**src/rtl/mmu_xlate_pkg.sv**
```systemverilog
// mmu_pkg -- shared definitions for the mmu_xlate address-translation slice.
//
// Contents:
//   state_e        : translation FSM states (IDLE / LOOKUP / RESP)
//   EXC_*          : MIPS exception codes raised by the translator
//   SEG_KSEG01     : vaddr[31:30] value of the unmapped kseg0/kseg1 window
//   CCA_CACHED     : cache-coherency attribute meaning "cacheable"
//   rsp_t          : response payload carried from decode to the rsp_* ports
//   is_unmapped()  : segment decode
//   unmapped_rsp() : response for kseg0/kseg1
//   mapped_rsp()   : response for a mapped access given the page attributes
package mmu_pkg;

  typedef enum logic [1:0] {
    ST_IDLE   = 2'd0,
    ST_LOOKUP = 2'd1,
    ST_RESP   = 2'd2
  } state_e;

  localparam logic [4:0] EXC_NONE = 5'd0;
  localparam logic [4:0] EXC_MOD  = 5'd1;
  localparam logic [4:0] EXC_TLBL = 5'd2;
  localparam logic [4:0] EXC_TLBS = 5'd3;

  localparam logic [1:0] SEG_KSEG01 = 2'b10;
  localparam logic [2:0] CCA_CACHED = 3'd3;

  localparam int VPN_W          = 20;
  localparam int UTLB_MAX_DEPTH = 4;

  typedef struct packed {
    logic [31:0] paddr;
    logic        cached;
    logic        exc;
    logic [4:0]  exccode;
    logic [31:0] badvaddr;
  } rsp_t;

  function automatic logic is_unmapped(input logic [31:0] vaddr);
    return (vaddr[31:30] == SEG_KSEG01);
  endfunction

  // kseg0/kseg1 strip the top three bits; kseg0 (vaddr[29]=0) is cacheable
  function automatic rsp_t unmapped_rsp(input logic [31:0] vaddr);
    rsp_t r;
    r          = '0;
    r.paddr    = {3'b000, vaddr[28:0]};
    r.cached   = ~vaddr[29];
    return r;
  endfunction

  // Missing/invalid page beats a dirty-bit fault; faults zero the paddr
  function automatic rsp_t mapped_rsp(input logic [31:0]      vaddr,
                                      input logic             we,
                                      input logic             hit,
                                      input logic             valid,
                                      input logic             dirty,
                                      input logic [VPN_W-1:0] ppn,
                                      input logic             cached);
    rsp_t r;
    r = '0;
    if (!hit || !valid) begin
      r.exc      = 1'b1;
      r.exccode  = we ? EXC_TLBS : EXC_TLBL;
      r.badvaddr = vaddr;
    end else if (we && !dirty) begin
      r.exc      = 1'b1;
      r.exccode  = EXC_MOD;
      r.badvaddr = vaddr;
    end else begin
      r.paddr    = {ppn, vaddr[11:0]};
      r.cached   = cached;
    end
    return r;
  endfunction

endpackage

```
**src/rtl/mmu_xlate_if.sv**
```systemverilog
// mmu_xlate_if -- bundle of every non-clock/reset signal of mmu_xlate.
//
//   req_*  : core request handshake (valid/ready, vaddr, we=1 for store)
//   tlb_*  : JTLB lookup address out, JTLB hit/paddr/opts {C[2:0],D,V} in,
//            tlb_flush_i pulses on every TLB write
//   rsp_*  : response handshake and payload (paddr, cached, exception info)
//
// Modports: slave = the translator, master = the core/JTLB environment.
interface mmu_xlate_if;
  logic        req_valid_i;
  logic        req_ready_o;
  logic [31:0] req_vaddr_i;
  logic        req_we_i;

  logic [31:0] tlb_vaddr_o;
  logic        tlb_hit_i;
  logic [31:0] tlb_paddr_i;
  logic [4:0]  tlb_opts_i;
  logic        tlb_flush_i;

  logic        rsp_valid_o;
  logic        rsp_ready_i;
  logic [31:0] rsp_paddr_o;
  logic        rsp_cached_o;
  logic        rsp_exc_o;
  logic [4:0]  rsp_exccode_o;
  logic [31:0] rsp_badvaddr_o;

  modport slave (
    input  req_valid_i, req_vaddr_i, req_we_i,
    input  tlb_hit_i, tlb_paddr_i, tlb_opts_i, tlb_flush_i,
    input  rsp_ready_i,
    output req_ready_o, tlb_vaddr_o,
    output rsp_valid_o, rsp_paddr_o, rsp_cached_o, rsp_exc_o,
    output rsp_exccode_o, rsp_badvaddr_o
  );

  modport master (
    output req_valid_i, req_vaddr_i, req_we_i,
    output tlb_hit_i, tlb_paddr_i, tlb_opts_i, tlb_flush_i,
    output rsp_ready_i,
    input  req_ready_o, tlb_vaddr_o,
    input  rsp_valid_o, rsp_paddr_o, rsp_cached_o, rsp_exc_o,
    input  rsp_exccode_o, rsp_badvaddr_o
  );
endinterface

```
**src/rtl/mmu_xlate_utlb.sv**
```systemverilog
// mmu_utlb -- fully associative micro-TLB in front of the JTLB.
//
// Ports:
//   clk_i, rst_i        : clock, asynchronous active-high reset
//   lookup_vpn_i        : page number to look up (combinational hit/data out)
//   hit_o, ppn_o,
//   cached_o, dirty_o   : lookup result (data is zero on miss)
//   fill_i, fill_*_i    : write one entry at the round-robin pointer
//   flush_i             : invalidate every entry; wins over a same-cycle fill
//
// Only valid pages are ever filled, so a hit implies V=1; D is kept so a
// store can still take a Mod fault without going back to the JTLB.
module mmu_utlb
  import mmu_pkg::*;
#(
  parameter int UTLB_DEPTH = 2
) (
  input  logic             clk_i,
  input  logic             rst_i,
  input  logic [VPN_W-1:0] lookup_vpn_i,
  output logic             hit_o,
  output logic [VPN_W-1:0] ppn_o,
  output logic             cached_o,
  output logic             dirty_o,
  input  logic             fill_i,
  input  logic [VPN_W-1:0] fill_vpn_i,
  input  logic [VPN_W-1:0] fill_ppn_i,
  input  logic             fill_cached_i,
  input  logic             fill_dirty_i,
  input  logic             flush_i
);

  logic [UTLB_DEPTH-1:0] valid_r;
  logic [UTLB_DEPTH-1:0] cached_r;
  logic [UTLB_DEPTH-1:0] dirty_r;
  logic [VPN_W-1:0]      tag_r [UTLB_DEPTH];
  logic [VPN_W-1:0]      ppn_r [UTLB_DEPTH];
  logic [1:0]            ptr_r;
  logic [UTLB_DEPTH-1:0] match_s;

  // Tag compare; tags are unique (fills only follow a miss) so AND-OR muxing is safe
  always_comb begin
    match_s  = '0;
    ppn_o    = '0;
    cached_o = 1'b0;
    dirty_o  = 1'b0;
    for (int i = 0; i < UTLB_DEPTH; i++) begin
      match_s[i] = valid_r[i] && (tag_r[i] == lookup_vpn_i);
      ppn_o      = ppn_o | ({VPN_W{match_s[i]}} & ppn_r[i]);
      cached_o   = cached_o | (match_s[i] & cached_r[i]);
      dirty_o    = dirty_o | (match_s[i] & dirty_r[i]);
    end
  end

  assign hit_o = |match_s;

  // Entry storage, flush and round-robin replacement pointer
  always_ff @(posedge clk_i or posedge rst_i) begin
    if (rst_i) begin
      valid_r  <= '0;
      cached_r <= '0;
      dirty_r  <= '0;
      ptr_r    <= 2'd0;
      for (int i = 0; i < UTLB_DEPTH; i++) begin
        tag_r[i] <= '0;
        ppn_r[i] <= '0;
      end
    end else if (flush_i) begin
      valid_r <= '0;
    end else if (fill_i) begin
      for (int i = 0; i < UTLB_DEPTH; i++) begin
        if (int'(ptr_r) == i) begin
          valid_r[i]  <= 1'b1;
          tag_r[i]    <= fill_vpn_i;
          ppn_r[i]    <= fill_ppn_i;
          cached_r[i] <= fill_cached_i;
          dirty_r[i]  <= fill_dirty_i;
        end
      end
      if (int'(ptr_r) == UTLB_DEPTH - 1) begin
        ptr_r <= 2'd0;
      end else begin
        ptr_r <= ptr_r + 2'd1;
      end
    end
  end

endmodule

```
**src/rtl/mmu_xlate.sv**
```systemverilog
// mmu_xlate -- MIPS-style virtual-to-physical translation, one request in flight.
//
// Ports:
//   clk_i  : clock, all state on the rising edge
//   rst_i  : asynchronous active-high reset; abandons any in-flight request
//   bus    : mmu_xlate_if.slave (request, JTLB lookup, response handshakes)
//
// Timing from the accept cycle N:
//   kseg0/kseg1            -> response in N+1
//   mapped, micro-TLB hit  -> response in N+1
//   mapped, otherwise      -> JTLB looked up in N+1, response in N+2
//
// Build option MMU_UTLB_EN: when defined the micro-TLB (mmu_utlb, UTLB_DEPTH
// entries) is built and flushed by tlb_flush_i; when undefined every mapped
// access takes the JTLB path, tlb_flush_i is ignored and UTLB_DEPTH only
// gets its range check.
module mmu_xlate
  import mmu_pkg::*;
#(
  parameter int UTLB_DEPTH = 2
) (
  input logic        clk_i,
  input logic        rst_i,
  mmu_xlate_if.slave bus
);

  state_e           state_r;
  state_e           state_nxt_s;
  logic             we_r;
  logic [31:0]      tlb_vaddr_r;
  logic [31:0]      tlb_vaddr_nxt_s;
  rsp_t             rsp_r;
  rsp_t             rsp_nxt_s;
  logic             accept_s;
  logic             unmapped_s;
  logic             jtlb_cached_s;
  logic             req_ready_s;
  logic             rsp_valid_s;
  logic             utlb_hit_s;
  logic [VPN_W-1:0] utlb_ppn_s;
  logic             utlb_cached_s;
  logic             utlb_dirty_s;

  if (UTLB_DEPTH < 1 || UTLB_DEPTH > UTLB_MAX_DEPTH) begin : g_bad_depth
    $error("mmu_xlate: UTLB_DEPTH must be in 1..4");
  end

  assign accept_s      = bus.req_valid_i && (state_r == ST_IDLE);
  assign unmapped_s    = is_unmapped(bus.req_vaddr_i);
  assign jtlb_cached_s = (bus.tlb_opts_i[4:2] == CCA_CACHED);

`ifdef MMU_UTLB_EN
  logic fill_s;

  // Cache a JTLB result only for a valid page; tlb_vaddr_r still holds the request
  assign fill_s = (state_r == ST_LOOKUP) && bus.tlb_hit_i && bus.tlb_opts_i[0];

  mmu_utlb #(
    .UTLB_DEPTH (UTLB_DEPTH)
  ) u_utlb (
    .clk_i         (clk_i),
    .rst_i         (rst_i),
    .lookup_vpn_i  (bus.req_vaddr_i[31:12]),
    .hit_o         (utlb_hit_s),
    .ppn_o         (utlb_ppn_s),
    .cached_o      (utlb_cached_s),
    .dirty_o       (utlb_dirty_s),
    .fill_i        (fill_s),
    .fill_vpn_i    (tlb_vaddr_r[31:12]),
    .fill_ppn_i    (bus.tlb_paddr_i[31:12]),
    .fill_cached_i (jtlb_cached_s),
    .fill_dirty_i  (bus.tlb_opts_i[1]),
    .flush_i       (bus.tlb_flush_i)
  );
`else
  assign utlb_hit_s    = 1'b0;
  assign utlb_ppn_s    = '0;
  assign utlb_cached_s = 1'b0;
  assign utlb_dirty_s  = 1'b0;
`endif

  // FSM state register
  always_ff @(posedge clk_i or posedge rst_i) begin
    if (rst_i) begin
      state_r <= ST_IDLE;
    end else begin
      state_r <= state_nxt_s;
    end
  end

  // FSM next-state: unmapped and micro-TLB hits skip the JTLB cycle
  always_comb begin
    state_nxt_s = state_r;
    case (state_r)
      ST_IDLE: begin
        if (accept_s && (unmapped_s || utlb_hit_s)) begin
          state_nxt_s = ST_RESP;
        end else if (accept_s) begin
          state_nxt_s = ST_LOOKUP;
        end else begin
          state_nxt_s = ST_IDLE;
        end
      end
      ST_LOOKUP: state_nxt_s = ST_RESP;
      ST_RESP: begin
        if (bus.rsp_ready_i) begin
          state_nxt_s = ST_IDLE;
        end else begin
          state_nxt_s = ST_RESP;
        end
      end
      default: state_nxt_s = ST_IDLE;
    endcase
  end

  // FSM outputs: handshakes decode directly from the state register
  always_comb begin
    req_ready_s = 1'b0;
    rsp_valid_s = 1'b0;
    case (state_r)
      ST_IDLE:   req_ready_s = 1'b1;
      ST_LOOKUP: req_ready_s = 1'b0;
      ST_RESP:   rsp_valid_s = 1'b1;
      default:   req_ready_s = 1'b0;
    endcase
  end

  // Next response payload: captured on a direct accept or at the end of LOOKUP, else held
  always_comb begin
    rsp_nxt_s = rsp_r;
    case (state_r)
      ST_IDLE: begin
        if (accept_s && unmapped_s) begin
          rsp_nxt_s = unmapped_rsp(bus.req_vaddr_i);
        end else if (accept_s && utlb_hit_s) begin
          rsp_nxt_s = mapped_rsp(bus.req_vaddr_i, bus.req_we_i, 1'b1, 1'b1,
                                 utlb_dirty_s, utlb_ppn_s, utlb_cached_s);
        end else begin
          rsp_nxt_s = rsp_r;
        end
      end
      ST_LOOKUP: begin
        rsp_nxt_s = mapped_rsp(tlb_vaddr_r, we_r, bus.tlb_hit_i, bus.tlb_opts_i[0],
                               bus.tlb_opts_i[1], bus.tlb_paddr_i[31:12], jtlb_cached_s);
      end
      ST_RESP: rsp_nxt_s = rsp_r;
      default: rsp_nxt_s = '0;
    endcase
  end

  // The JTLB address is non-zero only while in LOOKUP
  always_comb begin
    if (state_nxt_s == ST_LOOKUP) begin
      tlb_vaddr_nxt_s = bus.req_vaddr_i;
    end else begin
      tlb_vaddr_nxt_s = 32'd0;
    end
  end

  // Request context and registered response payload
  always_ff @(posedge clk_i or posedge rst_i) begin
    if (rst_i) begin
      we_r        <= 1'b0;
      tlb_vaddr_r <= 32'd0;
      rsp_r       <= '0;
    end else begin
      if (accept_s) begin
        we_r <= bus.req_we_i;
      end
      tlb_vaddr_r <= tlb_vaddr_nxt_s;
      rsp_r       <= rsp_nxt_s;
    end
  end

  assign bus.req_ready_o    = req_ready_s;
  assign bus.tlb_vaddr_o    = tlb_vaddr_r;
  assign bus.rsp_valid_o    = rsp_valid_s;
  assign bus.rsp_paddr_o    = rsp_r.paddr;
  assign bus.rsp_cached_o   = rsp_r.cached;
  assign bus.rsp_exc_o      = rsp_r.exc;
  assign bus.rsp_exccode_o  = rsp_r.exccode;
  assign bus.rsp_badvaddr_o = rsp_r.badvaddr;

endmodule

```
**src/flat_wrapper.sv**
```systemverilog
// flat-port wrapper written by rule: the top's interface ports become plain ports
module mmu_xlate_flat import mmu_pkg::*;
#(
  parameter int UTLB_DEPTH = 2
)
  (clk_i, rst_i, bus_req_valid_i, bus_req_vaddr_i, bus_req_we_i, bus_tlb_hit_i, bus_tlb_paddr_i, bus_tlb_opts_i, bus_tlb_flush_i, bus_rsp_ready_i, bus_req_ready_o, bus_tlb_vaddr_o, bus_rsp_valid_o, bus_rsp_paddr_o, bus_rsp_cached_o, bus_rsp_exc_o, bus_rsp_exccode_o, bus_rsp_badvaddr_o);
  mmu_xlate_if bus_i ();
  input logic clk_i;
  input logic rst_i;
  input wire logic [$bits(bus_i.req_valid_i)-1:0] bus_req_valid_i;
  input wire logic [$bits(bus_i.req_vaddr_i)-1:0] bus_req_vaddr_i;
  input wire logic [$bits(bus_i.req_we_i)-1:0] bus_req_we_i;
  input wire logic [$bits(bus_i.tlb_hit_i)-1:0] bus_tlb_hit_i;
  input wire logic [$bits(bus_i.tlb_paddr_i)-1:0] bus_tlb_paddr_i;
  input wire logic [$bits(bus_i.tlb_opts_i)-1:0] bus_tlb_opts_i;
  input wire logic [$bits(bus_i.tlb_flush_i)-1:0] bus_tlb_flush_i;
  input wire logic [$bits(bus_i.rsp_ready_i)-1:0] bus_rsp_ready_i;
  output wire logic [$bits(bus_i.req_ready_o)-1:0] bus_req_ready_o;
  output wire logic [$bits(bus_i.tlb_vaddr_o)-1:0] bus_tlb_vaddr_o;
  output wire logic [$bits(bus_i.rsp_valid_o)-1:0] bus_rsp_valid_o;
  output wire logic [$bits(bus_i.rsp_paddr_o)-1:0] bus_rsp_paddr_o;
  output wire logic [$bits(bus_i.rsp_cached_o)-1:0] bus_rsp_cached_o;
  output wire logic [$bits(bus_i.rsp_exc_o)-1:0] bus_rsp_exc_o;
  output wire logic [$bits(bus_i.rsp_exccode_o)-1:0] bus_rsp_exccode_o;
  output wire logic [$bits(bus_i.rsp_badvaddr_o)-1:0] bus_rsp_badvaddr_o;
  assign bus_i.req_valid_i = bus_req_valid_i;
  assign bus_i.req_vaddr_i = bus_req_vaddr_i;
  assign bus_i.req_we_i = bus_req_we_i;
  assign bus_i.tlb_hit_i = bus_tlb_hit_i;
  assign bus_i.tlb_paddr_i = bus_tlb_paddr_i;
  assign bus_i.tlb_opts_i = bus_tlb_opts_i;
  assign bus_i.tlb_flush_i = bus_tlb_flush_i;
  assign bus_i.rsp_ready_i = bus_rsp_ready_i;
  assign bus_req_ready_o = bus_i.req_ready_o;
  assign bus_tlb_vaddr_o = bus_i.tlb_vaddr_o;
  assign bus_rsp_valid_o = bus_i.rsp_valid_o;
  assign bus_rsp_paddr_o = bus_i.rsp_paddr_o;
  assign bus_rsp_cached_o = bus_i.rsp_cached_o;
  assign bus_rsp_exc_o = bus_i.rsp_exc_o;
  assign bus_rsp_exccode_o = bus_i.rsp_exccode_o;
  assign bus_rsp_badvaddr_o = bus_i.rsp_badvaddr_o;
  mmu_xlate #(.UTLB_DEPTH(UTLB_DEPTH)) u_core (.clk_i(clk_i), .rst_i(rst_i), .bus(bus_i));
endmodule
```
**config.mk**
```make
export PLATFORM = sky130hd
export DESIGN_NAME = mmu_xlate_flat
export DESIGN_NICKNAME = d
export VERILOG_FILES = /design/src/rtl/mmu_xlate_pkg.sv /design/src/rtl/mmu_xlate_if.sv /design/src/rtl/mmu_xlate_utlb.sv /design/src/rtl/mmu_xlate.sv /design/src/flat_wrapper.sv
export SDC_FILE = /design/constraint.sdc
export NUM_CORES = 1
export LEC_CHECK = 0
export ABC_AREA = 1
export BUFFER_PORTS_ARGS = -buffer_cell sky130_fd_sc_hd__buf_4
export CORE_MARGIN = 2
export CORE_UTILIZATION = 48
export DETAILED_ROUTE_END_ITERATION = 6
export HOLD_SLACK_MARGIN = 0.08
export PLACE_DENSITY_LB_ADDON = 0.12
export SYNTH_ARGS = -nofsm -noshare
export SYNTH_HDL_FRONTEND = slang
export SYNTH_SLANG_ARGS = --single-unit
export TNS_END_PERCENT = 50
```
**constraint.sdc**
```tcl
create_clock -name clk_i -period 4.15 [get_ports clk_i]
set_input_delay 0.83 -clock clk_i [delete_from_list [all_inputs] [get_ports clk_i]]
set_output_delay 0.83 -clock clk_i [all_outputs]
set_load 0.02 [all_outputs]
```
Yosys cells after proc, flatten, opt, wreduce, memory -nomap -nowiden --
Cells that the tools add are included.
Cells by class: eq/ne operators 6, reduce and logical (&&, ||, !) cells 9, muxes and demuxes 14, bitwise gates (word level) 2
Operator list (count):
- $pmux 71 s3 | 1
- $mux 38 | 2
- $mux 71 | 1
- $mux 33 | 2
- $mux 32 | 1
- $pmux 2 s3 | 1
- $eq 2x1->1 const B | 2
- $eq 2x2->1 const B | 2
- $mux 1 | 4
- $mux 2 | 2
- $eq 3x2->1 const B | 1
- $logic_and 1x1->1 | 3
- $logic_not 1->1 | 3
- $logic_not 2->1 | 1
- $ne 2x2->1 const B | 1
- $not 1->1 | 2
- $reduce_and 2->1 | 1
- $logic_or 1x1->1 | 1
Word-level totals: input bits 76, register bits after elaboration 106, output and inout bits 105

Longest topological paths before layout --
Gate-level depths: netlist of the first run.
depth after elaboration 7, depth in mapped cells 9, mapped depth without buffers 7

Worst setup path after synthesis of the first run --
No wires, ideal clock.
path type reg2out, from register u_core.state_r[0], to output port bus_req_ready_o, cell stages (with the launch flop) 5, arrival time 884 ps, path slack 2436 ps, buffers on the path 1, cells stage by stage dfrtp_1 -> inv_2 -> nand2_1 -> inv_1 -> buf_2
Between the ends: cells in the longest elaborated chain, start to end 2
RTL lines:
- start, declared | RTL line mmu_xlate.sv:27 | state_e state_r;
- start signal, assigned | RTL line mmu_xlate.sv:87 | state_r <= state_nxt_s;
- $logic_not 2->1 | RTL line mmu_xlate.sv:120 | case (state_r)
- $mux 1 | RTL line mmu_xlate.sv:120
- end, declared | RTL line flat_wrapper.sv:18 | output wire logic [$bits(bus_i.req_ready_o)-1:0] bus_req_ready_o;
Every way passes these cells.

Worst setup path after layout of the first run --
Same ends and word-level chain as after synthesis.

==> summary.txt, run 1 <==
Status
  – Outcome: complete, no violations

Critical path
  – CP startpoint kind: flop
  – CP max FO: 71
  – R2R Setup Slk: 1.42 ns
  – Cell Chain, Critical Path: inv_2 -> buf_4 -> nand2_1 -> inv_1 -> buf_4
  – Most frequent CP cell: buf_4
  – Critical R2R Capture: u_core.bus.rsp_paddr_o[15]
  – Worst Path Required: 3.32 ns
  – Crit. End Element: output port
  – Critical path's top delay family: buffers and inverters
  – WP data arrival: 1.94 ns
  – WP buf/inv: 4
  – Max incr delay on CP: 0.60 ns
  – R2R depth: 8
  – Worst flop-to-flop path startpoint: u_core.state_r[0]
  – CP Class: flop to output port
  – Crit-path slowest cell: buf_4

Route
  – Via count: 3,883
  – Vias per inst: 4.92
  – Pre-antenna DRT Iters: 4
  – Remaining antenna violation count: 0
  – DRC: 0
  – DR WL/cell: 14.5 um
  – Initial DRC count: 132
  – Final wirelength: 11.4 mm

Clocking
  – Clock sink count: 103
  – Worst-path clk slew: 0.09 ns
  – Max H-tree Level: 3
  – Root Buffer: clkbuf_8
  – Postcts setup bufs: 0
  – Inserted Clock Buffers: 9
  – Post-CTS Resized: 0
  – Hold Buf Count CTS: 0
  – Clk_lat worst skew: 0.36 ns
  – Clk buf depth: 2
  – CTS tree: done

Synth
  – Synth Register Bits: 103
  – Post-synthesis sequential area ratio: 58.8%
  – Synth area leaders: dfrtp_1 (59%), nand2_1 (18%), nand3_1 (7.8%)
  – Syn avg cell area: 8.31 sq um
  – Mapped Area: 4390 sq um
  – Gate Count Post-Synth: 528
  – Yosys top cell area share: 58.8%
  – Yosys cell types: 19
  – Ys Warns: 0
  – Leading area contributor after synthesis: dfrtp_1

STA
  – Final hold vios: 0
  – Clock Skew: 0.0124 ns
  – Final period utilization: 66.7%
  – Final Max Slew Viols: 0
  – Final Setup Violations: 0
  – Rel. slew slack: 21.7%
  – RSZ-0062 raised after global routing: no
  – FMAX: 361 MHz
  – Worst-margin pin slew: 1.17 ns
  – TNS Setup: 0 ns
  – Min cycle time layout: 2.77 ns

Floorplan
  – Core area: 8810 sq um
  – IO Pins: 181
  – Die height: 99.6 um
  – Rows: 34
  – Initial core utilization: 49.8%
  – Die area: 9920 sq um
  – Die W: 99.6 um

Global route
  – Largest net degree at the start of global routing: 72
  – Vias in the first global route: 3,750
  – All-Layer GR Usage: 23.5%
  – First-pass GRT wire length: 18.4 mm
  – Initial antenna violation count: 0
  – Grt total ovfl: 0

Placement
  – Inst Count DP: 773
  – Number of I/O port buffers: 164
  – DP HPWL: 7.35 mm
  – RePlAce Congestion: 0.753

Run
  – Max cap viols: 0

Finish
  – Ratio of cells with drive above 1 in the final layout: 28.5%
  – Most frequent cells in the layout: nand2_1 (207), buf_4 (170), dfrtp_1 (103), nand3_1 (68), inv_1 (40)
  – Nets: 752
  – Cell Count, Final, Fillers Out: 789
  – Most common cell after layout, fill and taps aside: nand2_1
  – N_diodes: 0
  – Synthesis-to-layout area growth: 33.0%

Power
  – Combinational share of power: 40.2%
  – Total net switching power: 1340 uW
  – P per Cell Area: 585 nW/um^2
  – Maximum VDD drop: 0.306 mV
  – Power Internal: 2070 uW
  – Net Sw Frac: 39.4%
  – P_leak: 0.00340 uW
  – Register share of total power: 41.1%
  – Clock Power Share: 18.6%

Min path
  – Worst-case hold path end point: u_core.bus.rsp_badvaddr_o[22]
  – Hold-critical path depth: 2
  – Min-delay src: u_core.bus.tlb_vaddr_o[22]
  – Hold WC Path Type: flop to flop
## Yosys cell counts, drive strengths merged
cell      n
nand4     1
nor2     35
nand3    69
conb      1
clkbuf   11
o211ai    2
inv      45
nand2   207
dfrtp   103
a21oi     1
o21ai    29
buf      24
## worst max path at each step
stage / slack, ns / cells after the start / startpoint / endpoint
finish: 1.38 / 5 / u_core.state_r[0] / bus_req_ready_o
global route: 1.17 / 8 / u_core.state_r[0] / u_core.bus.rsp_paddr_o[7]
global placement: 1.46 / 8 / u_core.state_r[0] / u_core.bus.rsp_paddr_o[5]
CTS: 1.34 / 5 / u_core.state_r[0] / bus_req_ready_o
detailed placement: 1.44 / 8 / u_core.state_r[0] / u_core.bus.rsp_paddr_o[15]
floorplan: 0.62 / 1 / rst_i / u_core.bus.rsp_badvaddr_o[0]
## flip-flops by register name, indices dropped and copies added (netlist names)
register / flops
u_core.bus.rsp_exccode_o: 2
u_core.bus.rsp_exc_o: 1
u_core.we_r: 1
u_core.state_r: 2
u_core.bus.rsp_badvaddr_o: 32
u_core.bus.rsp_paddr_o: 32
u_core.bus.tlb_vaddr_o: 32
u_core.bus.rsp_cached_o: 1
## stage by stage
stage / worst slack, ns / hold slack [ns] / area (sq um) / util [%] / power [uW]
2_1_floorplan: 0.616 / 0.464 / 4390 / - / 2210
3_3_place_gp: 1.46 / 0.458 / 5640 / 64.0 / 2780
3_5_place_dp: 1.44 / 0.462 / 5640 / 64.0 / 2800
4_1_cts: 1.34 / 0.484 / 5830 / 66.2 / 3440
5_1_grt: 1.17 / 0.503 / 5830 / 66.2 / 3620
6_report: 1.38 / 0.482 / 5830 / 66.2 / 3410
## cell families (layout without fill, tap and decap cells)
family                 Yosys count  in the layout  synth area share [%]
buffers and inverters           80            231                  7.87
flip-flops                     103            103                  58.8
other                            1              3                0.0855
AO/OA/AOI/OAI                   32             32                  4.02
AND/OR/NAND/NOR                312            312                  29.2
## power groups by stage
stage,clock [uW],combinational [uW],sequential [uW]
finish,636,1370,1400
global route,693,1490,1440
CTS,646,1380,1410
detailed placement,0,1390,1420
global placement,0,1360,1410
floorplan,0,511,1700
## layout make-up
class | count | area [sq um]
Fill cell | 743 | 2970
Sequential cell | 103 | 2580
Multi-Input combinational cell | 347 | 1480
Timing Repair Buffer | 170 | 1280
Inverter | 45 | 171
Clock buffer | 11 | 141
Tap cell | 108 | 135
Clock inverter | 5 | 56.3
## worst min-delay path: cells and delay by family, from the launching register on
family | cells | cell delay, ns
flops | 1 | 0.35
simple gates | 2 | 0.10
## metal layers
| metal | global-route usage (%) | wire length [um] |
|---|---|---|
| met5 | 0 | 0 |
| met4 | 7.38 | 156 |
| met3 | 5.97 | 874 |
| met2 | 39.2 | 5560 |
| met1 | 30.4 | 4830 |
No activity file was read; power rests on OpenSTA's default activity.
==> inputs of run 2 (changes only) <==
- clock period: 4.15 -> 2.9 ns (I/O delays scaled with it)
==> run 2 against run 1 <==
Compared with the run above: register-to-register slack got worse by 0.73 ns; clock skew increased by 0.00097 ns; clock-buffer cell count decreased by 2; critical path depth decreased by 1; core utilization increased by 0.65 points; final area increased by 0.99%; worst setup slack got worse by 0.86 ns; clock power increased by 54%; combinational power increased by 46%.
==> summary.txt, run 2 (synthesis gave the netlist of run 1 again) <==
Floorplan
  – Initial core utilization: 49.8% (unchanged)
  – IO Pins: 181 (unchanged)
  – Die area: 9920 sq um (unchanged)
  – Die height: 99.6 um (unchanged)
  – Rows: 34 (unchanged)
  – Core area: 8810 sq um (unchanged)
  – Die W: 99.6 um (unchanged)

STA
  – Final Setup Violations: 0 (unchanged)
  – Rel. slew slack: 50.0% (+28 points)
  – FMAX: 421 MHz
  – TNS Setup: 0 ns (unchanged)
  – Final WS setup: 0.526 ns (-0.856 ns)
  – Worst-margin pin slew: 0.749 ns (-0.422 ns)
  – Hold Worst Slack: 0.329 ns (-0.153 ns)
  – RSZ-0062 raised after global routing: no
  – Min cycle time layout: 2.37 ns
  – Clock Skew: 0.0133 ns (+0.000971 ns)
  – Final Max Slew Viols: 0 (unchanged)
  – Final period utilization: 81.9%
  – Final hold vios: 0 (unchanged)

Route
  – Initial DRC count: 186 (+41%)
  – DRC: 0 (unchanged)
  – DR WL/cell: 14.8 um (+2.4%)
  – Final wirelength: 11.7 mm (+2.7%)
  – Pre-antenna DRT Iters: 5 (+1)
  – Via count: 3,934 (+1.3%)
  – Vias per inst: 4.97 (+1.1%)
  – Remaining antenna violation count: 0 (unchanged)

Placement
  – RePlAce Congestion: 0.790 (+4.9%)
  – DP HPWL: 7.72 mm (+5.1%)
  – Number of I/O port buffers: 164 (unchanged)
  – Setup WS pre-CTS: 0.718 ns (-0.724 ns)

Global route
  – First-pass GRT wire length: 19.0 mm (+3.5%)
  – Vias in the first global route: 3,741 (-0.24%)
  – Grt total ovfl: 0 (unchanged)
  – M2 GR Usage: 38.0% (-1.1 points)
  – GR Util met1: 33.8% (+3.4 points)
  – All-Layer GR Usage: 24.4% (+0.85 points)
  – Met3 Usage GRT: 5.48% (-0.49 points)
  – Largest net degree at the start of global routing: 104 (+44%)
  – GRT busiest layer: met2
  – Initial antenna violation count: 0 (unchanged)

Clocking
  – Clk buf depth: 2 (unchanged)
  – Worst-path clk slew: 0.10 ns (about the same)
  – CTS tree: done
  – Root Buffer: clkbuf_8
  – Clk_lat worst skew: 0.36 ns (about the same)
  – Postcts setup bufs: 0 (unchanged)
  – Max H-tree Level: 3 (unchanged)
  – Clock sink count: 103 (unchanged)
  – Post-CTS Resized: 0 (unchanged)
  – Hold Buf Count CTS: 0 (unchanged)
  – Inserted Clock Buffers: 9 (unchanged)

Power
  – P per Cell Area: 848 nW/um^2 (+45%)
  – Maximum VDD drop: 0.421 mV (+38%)
  – P_leak: 0.00342 uW (+0.69%)

Min path
  – Hold WC Path Type: input port to async pin

Critical path
  – WP buf/inv: 3 (-1)
  – Worst Path Required: 2.32 ns (-1.00 ns)
  – CP Class: flop to output port
  – Cell Chain, Critical Path: inv_2 -> nand2_1 -> inv_1 -> buf_4
  – CP max FO: 36 (-49%)
  – R2R Setup Slk: 0.69 ns (-0.73 ns)
  – Max incr delay on CP: 0.49 ns (-0.11 ns)
  – Crit-path slowest cell: inv_2
  – Critical path's top delay family: buffers and inverters
  – Crit. End Element: output port
  – CP startpoint kind: flop
  – WP data arrival: 1.79 ns (-0.15 ns)

Finish
  – Most frequent cells in the layout: nand2_1 (207), buf_4 (170), dfrtp_1 (103), nand3_1 (68), inv_1 (40)
  – Nets: 754 (+0.27%)
  – Most common cell after layout, fill and taps aside: nand2_1
  – N_diodes: 0 (unchanged)
  – Synthesis-to-layout area growth: 34.3%
  – Ratio of cells with drive above 1 in the final layout: 28.8% (+0.36 points)
  – Fillers: 790 (+6.3%)

Status
  – Outcome: complete, no violations

Run
  – Max cap viols: 0 (unchanged)
## run 2: final cells by class
cell class,count,area (sq um),area share [%]
Clock buffer,9,124,2.10
Clock inverter,7,95.1,1.61
Inverter,45,173,2.93
Multi-Input combinational cell,347,1470,25.0
Sequential cell,103,2580,43.8
Tap cell,108,135,2.29
Timing Repair Buffer,172,1320,22.3
## run 2: final timing paths
| check | cells past startpoint | to | start |
|---|---|---|---|
| max | 4 | bus_req_ready_o | u_core.state_r[0] |
| min reg2reg | 2 | u_core.bus.rsp_badvaddr_o[19] | u_core.bus.tlb_vaddr_o[19] |
| min | 3 | u_core.bus.rsp_badvaddr_o[29] | rst_i |
| max reg2reg | 8 | u_core.bus.rsp_paddr_o[10] | u_core.state_r[0] |
| max in group asynchronous | 3 | u_core.bus.rsp_paddr_o[14] | rst_i |
| min in group clk_i | 3 | u_core.bus.rsp_paddr_o[31] | bus_tlb_paddr_i[31] |
## run 2: tightest hold or removal path: stages
cell and delay [ns]:
buf_4 0.12, clkinvlp_4 0.07, buf_12 0.39
## run 2: metrics by stage
stage / utilization [%] / total power, uW / instances / area, sq um
finish: 66.9 / 4990 / 791 / 5890
global route: 66.9 / 5270 / 791 / 5890
CTS: 66.9 / 5030 / 791 / 5890
detailed placement: 64.4 / 4040 / 775 / 5670
global placement: 64.4 / 3990 / 775 / 5670
floorplan: - / 3160 / 530 / 4400
## run 2: per-layer routing
| metal | vias up | part of all wire (%) |
|---|---|---|
| met1 | 1824 | 42 |
| met5 | - | 0 |
| met2 | 170 | 47 |
| met3 | 18 | 8.3 |
| li1 | 1922 | - |
| met4 | 0 | 2.0 |
## run 2: report_power, final
part	total, uW	leakage [uW]	switching [uW]	internal [uW]
Clock	979	0.000110	492	488
Sequential	2020	0.00138	229	1790
Combinational	2000	0.00193	1230	762
==> inputs of run 3 (changes only) <==
- CORE_UTILIZATION: 48 -> 43
- clock period: 2.9 -> 2 ns (I/O delays scaled with it)
==> run 3 against run 2 <==
Compared with the run above: register-to-register slack got worse by 0.31 ns; worst hold slack lost 0.11 ns; clock power increased by 32%; highest routed layer unchanged; non-clock buffer count grew 7; power up 43%; largest cell class unchanged; largest power group is now combinational logic; critical endpoint unchanged.
==> summary.txt, run 3 (synthesis gave the netlist of run 1 again) <==
Floorplan
  – Die height: 105 um (+5.4%)
  – Rows: 36 (+5.9%)
  – Die W: 105 um (+5.4%)
  – Initial core utilization: 44.7% (-5.1 points)
  – Core area: 9820 sq um (+12%)
  – Die area: 11,000 sq um (+11%)
  – IO Pins: 181 (unchanged)

STA
  – Final period utilization: 81.8%
  – Worst-margin pin slew: 0.578 ns (-0.171 ns)
  – RSZ-0062 raised after global routing: no
  – Clock Skew: 0.0119 ns (-0.00138 ns)
  – Final hold vios: 0 (unchanged)
  – TNS Setup: 0 ns (unchanged)
  – FMAX: 611 MHz
  – Final Setup Violations: 0 (unchanged)
  – Rel. slew slack: 61.4% (+11 points)
  – Final Max Slew Viols: 0 (unchanged)
  – Min cycle time layout: 1.64 ns

Route
  – DR WL/cell: 14.4 um (-2.8%)
  – Pre-antenna DRT Iters: 4 (-1)
  – Remaining antenna violation count: 0 (unchanged)
  – Initial DRC count: 147 (-21%)
  – DRC: 0 (unchanged)
  – Vias per inst: 4.74 (-4.7%)
  – Via count: 3,902 (-0.81%)
  – Final wirelength: 11.9 mm (+1.2%)

Critical path
  – Worst Path Required: 1.60 ns (-0.72 ns)
  – CP max FO: 4 (-89%)
  – CP startpoint kind: flop
  – R2R Setup Slk: 0.38 ns (-0.31 ns)
  – Max incr delay on CP: 0.40 ns (-0.09 ns)
  – Cell Chain, Critical Path: inv_2 -> nand2_1 -> inv_1 -> buf_4
  – WP data arrival: 1.24 ns (-0.55 ns)
  – CP Class: flop to output port
  – Crit. End Element: output port
  – Crit-path slowest cell: dfrtp_1
  – Critical path's top delay family: flip-flops
  – WP buf/inv: 3 (unchanged)

Placement
  – RePlAce Congestion: 0.783 (-0.95%)
  – DP HPWL: 8.08 mm (+4.7%)
  – Number of I/O port buffers: 164 (unchanged)
  – Placed cell area: 5760 sq um (+1.6%)

Global route
  – Grt total ovfl: 0 (unchanged)
  – All-Layer GR Usage: 22.4% (-2.0 points)
  – Largest net degree at the start of global routing: 62 (-40%)
  – First-pass GRT wire length: 19.5 mm (+2.6%)
  – Vias in the first global route: 3,875 (+3.6%)
  – Initial antenna violation count: 0 (unchanged)

Clocking
  – Root Buffer: clkbuf_8
  – Clk_lat worst skew: 0.37 ns (about the same)
  – Max H-tree Level: 3 (unchanged)
  – Clk buf depth: 2 (unchanged)
  – Inserted Clock Buffers: 9 (unchanged)
  – Clock sink count: 103 (unchanged)
  – CTS tree: done
  – Worst-path clk slew: 0.10 ns (about the same)

Power
  – P_leak: 0.00345 uW (+0.72%)
  – P per Cell Area: 1200 nW/um^2 (+41%)
  – Maximum VDD drop: 0.578 mV (+37%)
  – Power Total: 7140 uW (+43%)

Finish
  – Nets: 761 (+0.93%)
  – Most common cell after layout, fill and taps aside: nand2_1
  – Synthesis-to-layout area growth: 35.9%
  – N_diodes: 0 (unchanged)
  – Most frequent cells in the layout: nand2_1 (207), buf_4 (175), dfrtp_1 (103), nand3_1 (68), inv_1 (40)
  – Ratio of cells with drive above 1 in the final layout: 29.0% (+0.14 points)
  – Post-route cell area: 5960 sq um (+1.2%)

Min path
  – Hold WC Path Type: input port to flop

Run
  – Max cap viols: 0 (unchanged)

Status
  – Outcome: complete, no violations
-- run 3: cell types whose count changed in the layout (fill, tap and decap cells not counted) --
| cell | change |
|---|---|
| clkbuf_8 | +1 |
| inv_6 | -1 |
| dlygate4sd3_1 | +1 |
| clkbuf_1 | +3 |
| buf_4 | +5 |
| clkinv_4 | -1 |
| buf_12 | +1 |
| bufinv_16 | -1 |
| clkinv_2 | -1 |
-- run 3: tightest hold or removal path: stages --
cell	delay, ns
buf_4	0.07
nand2_1	0.04
nand2_1	0.05
-- run 3: layout make-up --
| cell class | count | area, sq um |
|---|---|---|
| tap | 133 | 166 |
| multi-input combinational | 347 | 1470 |
| inverter | 45 | 173 |
| clock inverter | 3 | 42.5 |
| fill | 907 | 3860 |
| timing repair buffer | 179 | 1380 |
| sequential | 103 | 2580 |
| clock buffer | 13 | 149 |
-- run 3: per-stage QoR --
stage | setup slack (ns) | std cells | hold WS (ns) | util, %
after global routing | 0.218 | 823 | 0.213 | 60.7
after global placement | 0.369 | 806 | 0.422 | 58.7
after detailed placement | 0.320 | 806 | 0.431 | 58.7
after CTS | 0.347 | 823 | 0.210 | 60.7
final | 0.364 | 823 | 0.223 | 60.7
after floorplan | 0.368 | 530 | 0.464 | -
-- run 3: timing repair --
item / in CTS / in global routing
resized for setup: 0 / 0
hold buffers: 1 / 0
endpoints found under the hold margin: 15 / 0
setup buffers: 0 / 0
-- run 3: layer usage --
| metal | up-vias | GRT usage [%] | wire [um] |
|---|---|---|---|
| met3 | 6 | 6.30 | 842 |
| met4 | 0 | 6.38 | 87 |
| met2 | 131 | 37.8 | 5760 |
| met1 | 1830 | 28.2 | 5170 |
| li1 | 1935 | - | - |
| met5 | - | 0 | 0 |
-- run 3: where the power goes --
| group | total (uW) | internal, uW | switching, uW |
|---|---|---|---|
| logic | 2930 | 1140 | 1790 |
| clock network | 1290 | 613 | 680 |
| registers | 2920 | 2600 | 320 |
| total | 7140 | 4350 | 2790 |
-- run 3: worst paths after layout --
kind,from,to,depth (start not counted)
max,u_core.state_r[0],bus_req_ready_o,4
min,bus_req_we_i,u_core.we_r,3
max reg2reg,u_core.state_r[0],u_core.bus.rsp_paddr_o[18],6
min reg2reg,u_core.bus.tlb_vaddr_o[23],u_core.bus.rsp_badvaddr_o[23],2
max in group asynchronous,rst_i,u_core.bus.rsp_paddr_o[6],4
min in group asynchronous,rst_i,u_core.bus.tlb_vaddr_o[26],3
